## config.mk

```make
export PLATFORM = sky130hd
export DESIGN_NAME = dcache_ecc_scrub_sched
export DESIGN_NICKNAME = d
export VERILOG_FILES = /design/src/rtl/dcache_ecc_scrub_sched.sv
export SDC_FILE = /design/constraint.sdc
export NUM_CORES = 1
export LEC_CHECK = 0
export CAP_MARGIN = 10
export CORE_ASPECT_RATIO = 0.5
export CORE_MARGIN = 2
export CORE_UTILIZATION = 47
export CTS_BUF_LIST = sky130_fd_sc_hd__clkbuf_8
export DETAILED_ROUTE_END_ITERATION = 16
export PLACE_DENSITY_LB_ADDON = 0.15
export SLEW_MARGIN = 5
export SYNTH_ARGS = -nofsm -noshare
export SYNTH_HDL_FRONTEND = slang
export SYNTH_SLANG_ARGS = --single-unit
export TNS_END_PERCENT = 50
```

## constraint.sdc

```tcl
create_clock -name clk_i -period 11.3 [get_ports clk_i]
set_input_delay 3.39 -clock clk_i [delete_from_list [all_inputs] [get_ports clk_i]]
set_output_delay 3.39 -clock clk_i [all_outputs]
set_load 0.1 [all_outputs]
```

## src/rtl/dcache_ecc_scrub_sched.sv

```systemverilog
// rtl/dcache_ecc_scrub_sched.sv - background ECC scrub scheduler for dcache data/tag arrays
module dcache_ecc_scrub_sched #(
  parameter int unsigned NUM_SETS     = 256,
  parameter int unsigned SET_ASSOC    = 8,
  parameter int unsigned IDX_W        = $clog2(NUM_SETS),
  parameter int unsigned INTERVAL_W   = 16,
  parameter int unsigned STARVE_LIMIT = 64
) (
  input  logic                  clk_i,
  input  logic                  rst_ni,
  input  logic                  enable_i,
  input  logic [INTERVAL_W-1:0] interval_i,
  input  logic                  func_busy_i,
  output logic                  scrub_req_o,
  output logic                  scrub_urgent_o,
  output logic                  scrub_we_o,
  output logic [IDX_W-1:0]      scrub_idx_o,
  output logic [SET_ASSOC-1:0]  wb_way_o,
  input  logic                  scrub_gnt_i,
  input  logic                  err_valid_i,
  input  logic [SET_ASSOC-1:0]  err_single_i,
  input  logic [SET_ASSOC-1:0]  err_double_i,
  output logic [15:0]           corrected_cnt_o,
  output logic                  uncorrectable_o,
  output logic                  sweep_done_o,
  output logic                  busy_o
);

  localparam int unsigned STARVE_W = $clog2(STARVE_LIMIT + 1);
  localparam int unsigned POP_W    = $clog2(SET_ASSOC + 1);

  typedef enum logic [2:0] {
    S_IDLE,
    S_WAIT,
    S_RD_REQ,
    S_RD_RSP,
    S_WB_REQ
  } state_e;

  state_e                state_q, state_d;
  logic [IDX_W-1:0]      idx_q, idx_d;
  logic [INTERVAL_W-1:0] cnt_q, cnt_d;
  logic [STARVE_W-1:0]   starve_q, starve_d;
  logic                  urgent_q, urgent_d;
  logic [SET_ASSOC-1:0]  wb_mask_q, wb_mask_d;
  logic [15:0]           corrected_q, corrected_d;
  logic                  uncorr_q, uncorr_d;

  logic                  in_req;
  logic                  req;
  logic                  gnt;
  logic                  advance;
  logic                  sweep_done;
  logic [SET_ASSOC-1:0]  rsp_mask;
  logic [16:0]           corr_sum;

  function automatic logic [POP_W-1:0] popcnt(input logic [SET_ASSOC-1:0] v);
    logic [POP_W-1:0] c;
    c = '0;
    for (int i = 0; i < SET_ASSOC; i++) begin
      c = c + POP_W'(v[i]);
    end
    return c;
  endfunction

  // Request stays up while a scrub is pending unless functional traffic wins; urgency overrides.
  assign in_req   = (state_q == S_RD_REQ) || (state_q == S_WB_REQ);
  assign req      = in_req && (!func_busy_i || urgent_q);
  assign gnt      = req && scrub_gnt_i;
  assign rsp_mask = err_single_i & ~err_double_i;
  assign corr_sum = {1'b0, corrected_q} + {{(17 - POP_W){1'b0}}, popcnt(wb_mask_q)};

  // Next-state and datapath updates for the scrub walk.
  always_comb begin
    state_d     = state_q;
    idx_d       = idx_q;
    cnt_d       = cnt_q;
    starve_d    = starve_q;
    urgent_d    = urgent_q;
    wb_mask_d   = wb_mask_q;
    corrected_d = corrected_q;
    uncorr_d    = 1'b0;
    advance     = 1'b0;
    sweep_done  = 1'b0;

    case (state_q)
      S_IDLE: begin
        if (enable_i) begin
          cnt_d   = interval_i;
          state_d = S_WAIT;
        end
      end
      S_WAIT: begin
        if (!enable_i) begin
          state_d = S_IDLE;
        end else if (cnt_q != '0) begin
          cnt_d = cnt_q - 1'b1;
        end else begin
          state_d = S_RD_REQ;
        end
      end
      S_RD_REQ: begin
        if (gnt) begin
          starve_d = '0;
          urgent_d = 1'b0;
          state_d  = S_RD_RSP;
        end else if (!enable_i) begin
          // Abandon the pending read; the same index is read again on re-enable.
          starve_d = '0;
          urgent_d = 1'b0;
          state_d  = S_IDLE;
        end else if (func_busy_i && !urgent_q) begin
          starve_d = starve_q + 1'b1;
          if (starve_q == STARVE_W'(STARVE_LIMIT - 1)) begin
            urgent_d = 1'b1;
          end
        end
      end
      S_RD_RSP: begin
        // A missing response is treated as a clean read.
        if (err_valid_i) begin
          wb_mask_d = rsp_mask;
          uncorr_d  = |err_double_i;
          if (rsp_mask != '0) begin
            state_d = S_WB_REQ;
          end else begin
            advance = 1'b1;
          end
        end else begin
          wb_mask_d = '0;
          advance   = 1'b1;
        end
      end
      S_WB_REQ: begin
        // Write-back always completes, even if scrubbing is disabled meanwhile.
        if (gnt) begin
          starve_d    = '0;
          urgent_d    = 1'b0;
          corrected_d = corr_sum[16] ? 16'hFFFF : corr_sum[15:0];
          advance     = 1'b1;
        end else if (func_busy_i && !urgent_q) begin
          starve_d = starve_q + 1'b1;
          if (starve_q == STARVE_W'(STARVE_LIMIT - 1)) begin
            urgent_d = 1'b1;
          end
        end
      end
      default: begin
        state_d = S_IDLE;
      end
    endcase

    if (advance) begin
      idx_d      = idx_q + IDX_W'(1);
      sweep_done = (idx_q == IDX_W'(NUM_SETS - 1));
      if (enable_i) begin
        cnt_d   = interval_i;
        state_d = S_WAIT;
      end else begin
        state_d = S_IDLE;
      end
    end
  end

  // State and counter registers.
  always_ff @(posedge clk_i or negedge rst_ni) begin
    if (!rst_ni) begin
      state_q     <= S_IDLE;
      idx_q       <= '0;
      cnt_q       <= '0;
      starve_q    <= '0;
      urgent_q    <= 1'b0;
      wb_mask_q   <= '0;
      corrected_q <= '0;
      uncorr_q    <= 1'b0;
    end else begin
      state_q     <= state_d;
      idx_q       <= idx_d;
      cnt_q       <= cnt_d;
      starve_q    <= starve_d;
      urgent_q    <= urgent_d;
      wb_mask_q   <= wb_mask_d;
      corrected_q <= corrected_d;
      uncorr_q    <= uncorr_d;
    end
  end

  assign scrub_req_o     = req;
  assign scrub_urgent_o  = urgent_q;
  assign scrub_we_o      = (state_q == S_WB_REQ);
  assign scrub_idx_o     = in_req ? idx_q : '0;
  assign wb_way_o        = (state_q == S_WB_REQ) ? wb_mask_q : '0;
  assign corrected_cnt_o = corrected_q;
  assign uncorrectable_o = uncorr_q;
  assign sweep_done_o    = sweep_done;
  assign busy_o          = (state_q != S_IDLE) && (state_q != S_WAIT);

endmodule
```

## After elaboration in Yosys (flattened, before gate mapping)

Cells that the tools add are included.

| word-level totals | value |
|---|---|
| input port bits | 38 |
| register bits | 60 |
| word-level logic and storage cells | 88 |

| operators by class | value |
|---|---|
| reduce and logical (&&, ||, !) cells | 16 |
| bitwise logic cells | 2 |
| add/sub/neg operators | 11 |
| equal/unequal tests | 13 |
| mux-type cells | 38 |

Operators with widths:

| operator | number |
|---|---|
| $mux W16 | 6 |
| $pmux W16 S2 | 1 |
| $mux W7 | 4 |
| $mux W3 | 8 |
| $mux W8 | 3 |
| $add A16 B4 Y17 | 1 |
| $add A4 B1 Y4 | 4 |
| $reduce_bool A16 Y1 | 1 |
| $sub A16 B1 Y16 const B | 1 |
| $pmux W3 S5 | 1 |
| $pmux W7 S2 | 1 |
| $mux W1 | 12 |
| $ne A3 B3 Y1 const B | 3 |
| $add A8 B1 Y8 const B | 1 |
| $and A8 B8 Y8 | 1 |
| $eq A8 B8 Y1 const B | 1 |
| $ne A4 B4 Y1 const B | 2 |
| $not A8 Y8 | 1 |
| $reduce_bool A8 Y1 | 1 |
| $reduce_or A8 Y1 | 1 |
| $add A7 B1 Y7 const B | 1 |
| $eq A7 B6 Y1 const B | 1 |
| $eq A3 B2 Y1 const B | 2 |
| $reduce_and A6 Y1 | 1 |
| other kinds (15) | 21 |

## Logic depth before layout (Yosys ltp)

Gate-level depths: netlist (run 1).

| logic depth | value |
|---|---|
| depth after elaboration | 9 |
| depth in mapped cells | 13 |

## Worst setup path after synthesis (run 1)

OpenSTA, ideal clock, no wires.

| timing | value |
|---|---|
| path kind | input port to output port |
| from | input err_single_i[7] |
| to | output sweep_done_o |
| slack | 1.985 ns |
| data required time | 7.910 ns |
| buffers on the path | 1 |
| cell stages on the path | 7 |
| data arrival time | 5.925 ns |
| cells stage by stage | nor2b_1 or4_1 o211ai_2 a21boi_2 buf_4 nand3_1 nor2_1 |

| between the ends | value |
|---|---|
| longest elaborated chain between the ends | 6 |

RTL lines:

| item | RTL line | source |
|---|---|---|
| start: declaration | 21 | `input logic [SET_ASSOC-1:0] err_single_i,` |
| $and A8 B8 Y8 | 70 | `assign rsp_mask = err_single_i & ~err_double_i;` |
| $reduce_bool A8 Y1 | 124 | `if (rsp_mask != '0) begin` |
| $mux W1 | 124 |  |
| $mux W1 | 121 | `if (err_valid_i) begin` |
| $pmux W1 S2 | 86 | `case (state_q)` |
| $mux W1 | 153 | `if (advance) begin` |
| end: declaration | 25 | `output logic sweep_done_o,` |

Every way passes these cells.

## Worst setup path in the final report (run 1)

| timing | value |
|---|---|
| from | input err_double_i[7] |
| to | output sweep_done_o |

| between the ends | value |
|---|---|
| longest elaborated chain between the ends | 7 |

RTL lines:

| item | RTL line | source |
|---|---|---|
| start: declaration | 22 | `input logic [SET_ASSOC-1:0] err_double_i,` |
| $not A8 Y8 | 70 |  |
| $and A8 B8 Y8 | 70 |  |
| $reduce_bool A8 Y1 | 124 |  |
| $mux W1 | 124 |  |
| $mux W1 | 121 |  |
| $pmux W1 S2 | 86 |  |
| $mux W1 | 153 |  |

Every way passes these cells.

==> results of run 1 <==
## registers in the layout, indices dropped and copies added (netlist names)
signal           flops
cnt_q               16
idx_q                8
scrub_urgent_o       1
starve_q             7
corrected_cnt_o     16
state_q              3
wb_mask_q            8
uncorrectable_o      1
## worst register-to-register path, stage by stage (launching register included)
cell and delay [ns]:
dfrtp_1 0.42, fa_1 0.55, inv_1 0.05, fa_1 0.46, fa_1 0.51, fa_1 0.19
inv_1 0.05, fa_1 0.40, a21o_1 0.20, a21oi_1 0.30, nor2_1 0.20, nand2_2 0.22
nand2_1 0.07, mux2_1 0.27
## logic make-up (layout without fill, tap and decap cells)
logic type               Yosys count  after routing  share of synthesized area
AO/OA/AOI/OAI                     86             86                     0.1703
XOR/XNOR                          16             16                    0.03733
adder cells (fa/ha/maj)           15             15                    0.06000
buffers and inverters             37            114                    0.04433
flip-flops                        60             60                     0.4000
multiplexers                       6              6                    0.01667
AND/OR/NAND/NOR                  181            181                     0.2713
## cell usage in the layout, fill, tap and decap left out, types with 5 or more instances in the layout
cell              n
a221o_1           9
nor2b_1          11
nor2_1           37
xnor2_1          11
dfrtp_1          60
nor4b_1           5
o21a_1            6
xor2_1            5
nor4_1            7
and3_1            6
nand2_1          41
clkdlybuf4s50_1  74
nand2b_1          5
a21oi_1          16
or4_1             7
inv_1            25
fa_1              5
ha_1             10
nand4_1           8
nand3_1          15
clkbuf_8         11
and2_1           13
o21ai_0          17
## final timing paths
| check | to | start | cells after the start | slack (ns) |
|---|---|---|---|---|
| worst min-delay path | wb_mask_q[7]$_DFFE_PN0P_ | wb_mask_q[7]$_DFFE_PN0P_ | 2 | 0.49 |
| min in group asynchronous | corrected_cnt_o[12]$_DFFE_PN0P_ | rst_ni | 2 | 3.20 |
| max in group asynchronous | cnt_q[12]$_DFF_PN0_ | rst_ni | 2 | 7.57 |
| worst max-delay path | sweep_done_o | err_double_i[7] | 8 | 1.39 |
| worst min register to register | wb_mask_q[7]$_DFFE_PN0P_ | wb_mask_q[7]$_DFFE_PN0P_ | 2 | 0.49 |
| worst max register to register | corrected_cnt_o[9]$_DFFE_PN0P_ | corrected_cnt_o[0]$_DFFE_PN0P_ | 13 | 7.27 |
## report_power, final
group,switching (mW),total [mW],internal [mW]
registers,0.0600,0.311,0.251
logic,0.131,0.246,0.115
clock network,0.0814,0.169,0.0879
## per-stage QoR
stage / power (mW) / hold slack, ns / std cells / utilization / area [um^2]
floorplan: 0.4910 / 0.4498 / 401 / - / 3754
global placement: 0.5507 / 0.4623 / 571 / 0.6048 / 4562
detailed placement: 0.5594 / 0.4754 / 571 / 0.6048 / 4562
CTS: 0.7327 / 0.4874 / 586 / 0.6272 / 4731
finish: 0.7270 / 0.4856 / 586 / 0.6272 / 4731
global route: 0.7841 / 0.5035 / 586 / 0.6272 / 4731
## layout make-up
type | count | area share
Clock buffer | 11 | 0.03200
Clock inverter | 4 | 0.003703
Inverter | 23 | 0.01825
Multi-Input combinational cell | 304 | 0.4409
Sequential cell | 60 | 0.3174
Tap cell | 108 | 0.02856
Timing Repair Buffer | 76 | 0.1592
## per-layer routing
metal / up-vias / routed length, um / global-route usage
met5: - / 0 / 0
met4: 0 / 68 / 0.07181
met3: 12 / 376 / 0.05626
met2: 73 / 3761 / 0.3253
met1: 1484 / 4201 / 0.2908
li1: 1591 / - / -
==> results.json, run 1 <==
{
  "slowest_stage": "clkdlybuf4s50_1",
  "synth-async-reset-ratio": 1.000,
  "initial_utilization": 0.4977,
  "clk_pin_slew_worst_paths_ns": 0.06,
  "yosys_register_bits": 60,
  "htreeDepth": 3,
  "worstSkewPairLatency_ns": 0.34,
  "drt-wirelength-per-cell_um": 14.35,
  "worst_slack_ns": 1.393,
  "min_path_type": "reg2reg",
  "synth_cell_type_count": 69,
  "status": "completed",
  "multiInputGateArea_um2": 2086,
  "die_w_um": 130.4,
  "crit_buf_inv": 2,
  "root_buffer": "clkbuf_8",
  "gr-total-overflow": 0,
  "setup_viol": 0,
  "cts.sinks": 60,
  "peakVddDrop_v": 0.00009200,
  "cpLargestDelayFamily": "buffers and inverters",
  "critical_path.max_fanout": 11,
  "cts_setup_buffers": 0,
  "synth_edf_count": 0,
  "hpwlAfterDp_mm": 6.250,
  "timing.final.crit_share": 0.8768,
  "yosysSeqAreaShare": 0.4000,
  "drv_slew": 0,
  "arrival_ns": 6.52,
  "synth_area_leaders": "dfrtp_1 40%, nand2_1 4.1%, nor2_1 3.7%, ha_1 3.3%, fa_1 2.7%",
  "synth_area_leader_cell": "dfrtp_1",
  "numCtsBuffers": 9,
  "ctsResizeCount": 0,
  "skew_ns": 0.008133,
  "cts_hold_buf": 0,
  "synth-main-ff-cell": "dfrtp_1",
  "antenna_cells": 0,
  "port_buffers": 75,
  "rows": 22,
  "io_pins": 76,
  "place_congestion": 0.7990,
  "yosysMostFrequentCell": "dfrtp_1",
  "die_area_um2": 8761,
  "drive_gt1_frac": 0.07531,
  "pwr_density_cell_nw_per_um2": 153.7,
  "cts_buffer_depth": 2,
  "hold_viol_final": 0,
  "vias": 3160,
  "antenna_found_initial": 0,
  "startpoint_type": "primary input",
  "drt_wl_total_mm": 8.407,
  "required_ns": 7.91,
  "fillCellCount": 655,
  "drt_iter0_markers": 199,
  "max_slew_margin": 0.3355,
  "synth_area_per_cell_um2": 9.361,
  "die_y_um": 67.19,
  "max_freq_mhz": 100.9,
  "core_area_um2": 7542,
  "yosysWarningCount": 0,
  "drtAntennaViolNets": 0,
  "syn_area_um2": 3754,
  "cts_tree": "done",
  "area_growth_pct": 26.03,
  "maxCapViolations": 0,
  "drc": 0,
  "regArea_um2": 1501,
  "fin_nets": 527,
  "finalCriticalPeriod_ns": 9.907,
  "grt_max_degree": 61,
  "critPathMostFrequentCell": "clkdlybuf4s50_1",
  "grt_pass1_vias": 2952,
  "vias_per_cell": 5.392,
  "grt_pass1_wl_mm": 14.15,
  "criticalPathCategory": "in2out",
  "synth_top_area_share": 0.4000,
  "synthCells": 401,
  "endpoint_kind": "output pin",
  "synth_commonest_cells": "60 x dfrtp_1, 41 x nand2_1, 37 x nor2_1, 23 x inv_1, 17 x o21ai_0",
  "tns_ns": 0,
  "pre_cts_slack_ns": 1.372,
  "syn_nets": 454,
  "cp_slowest_stage_delay_ns": 1.14,
  "p_leak_nw": 2.034,
  "tightest_slew_ns": 0.9936,
  "rsz0062_at_grt": "no",
  "globalRouteTotalUtil": 0.2106,
  "path_cells": "clkdlybuf4s50_1, nor2b_1, or4_1, o211ai_2, a21boi_2, nand3_1, nor2_1, clkdlybuf4s50_1",
  "dr.pass1.iters": 4
}
Power figures use the tool's default switching activity.
==> inputs of run 2 (changes only) <==
--- a/config.mk
+++ b/config.mk
@@ -11,6 +11,7 @@
 export CORE_UTILIZATION = 47
 export CTS_BUF_LIST = sky130_fd_sc_hd__clkbuf_8
 export DETAILED_ROUTE_END_ITERATION = 16
+export GPL_ROUTABILITY_DRIVEN = 0
 export PLACE_DENSITY_LB_ADDON = 0.15
 export SLEW_MARGIN = 5
 export SYNTH_ARGS = -nofsm -noshare
==> results of run 2 <==
Same layout as run 1: the final DEF is identical, and so are final timing and power.
==> inputs of run 3 (changes only) <==
--- a/config.mk
+++ b/config.mk
@@ -10,6 +10,7 @@
 export CORE_MARGIN = 2
 export CORE_UTILIZATION = 47
 export CTS_BUF_LIST = sky130_fd_sc_hd__clkbuf_8
+export CTS_CLUSTER_DIAMETER = 50
 export DETAILED_ROUTE_END_ITERATION = 16
 export GPL_ROUTABILITY_DRIVEN = 0
 export PLACE_DENSITY_LB_ADDON = 0.15
==> results of run 3 <==
Same layout as run 1: the final DEF is identical, and so are final timing and power.
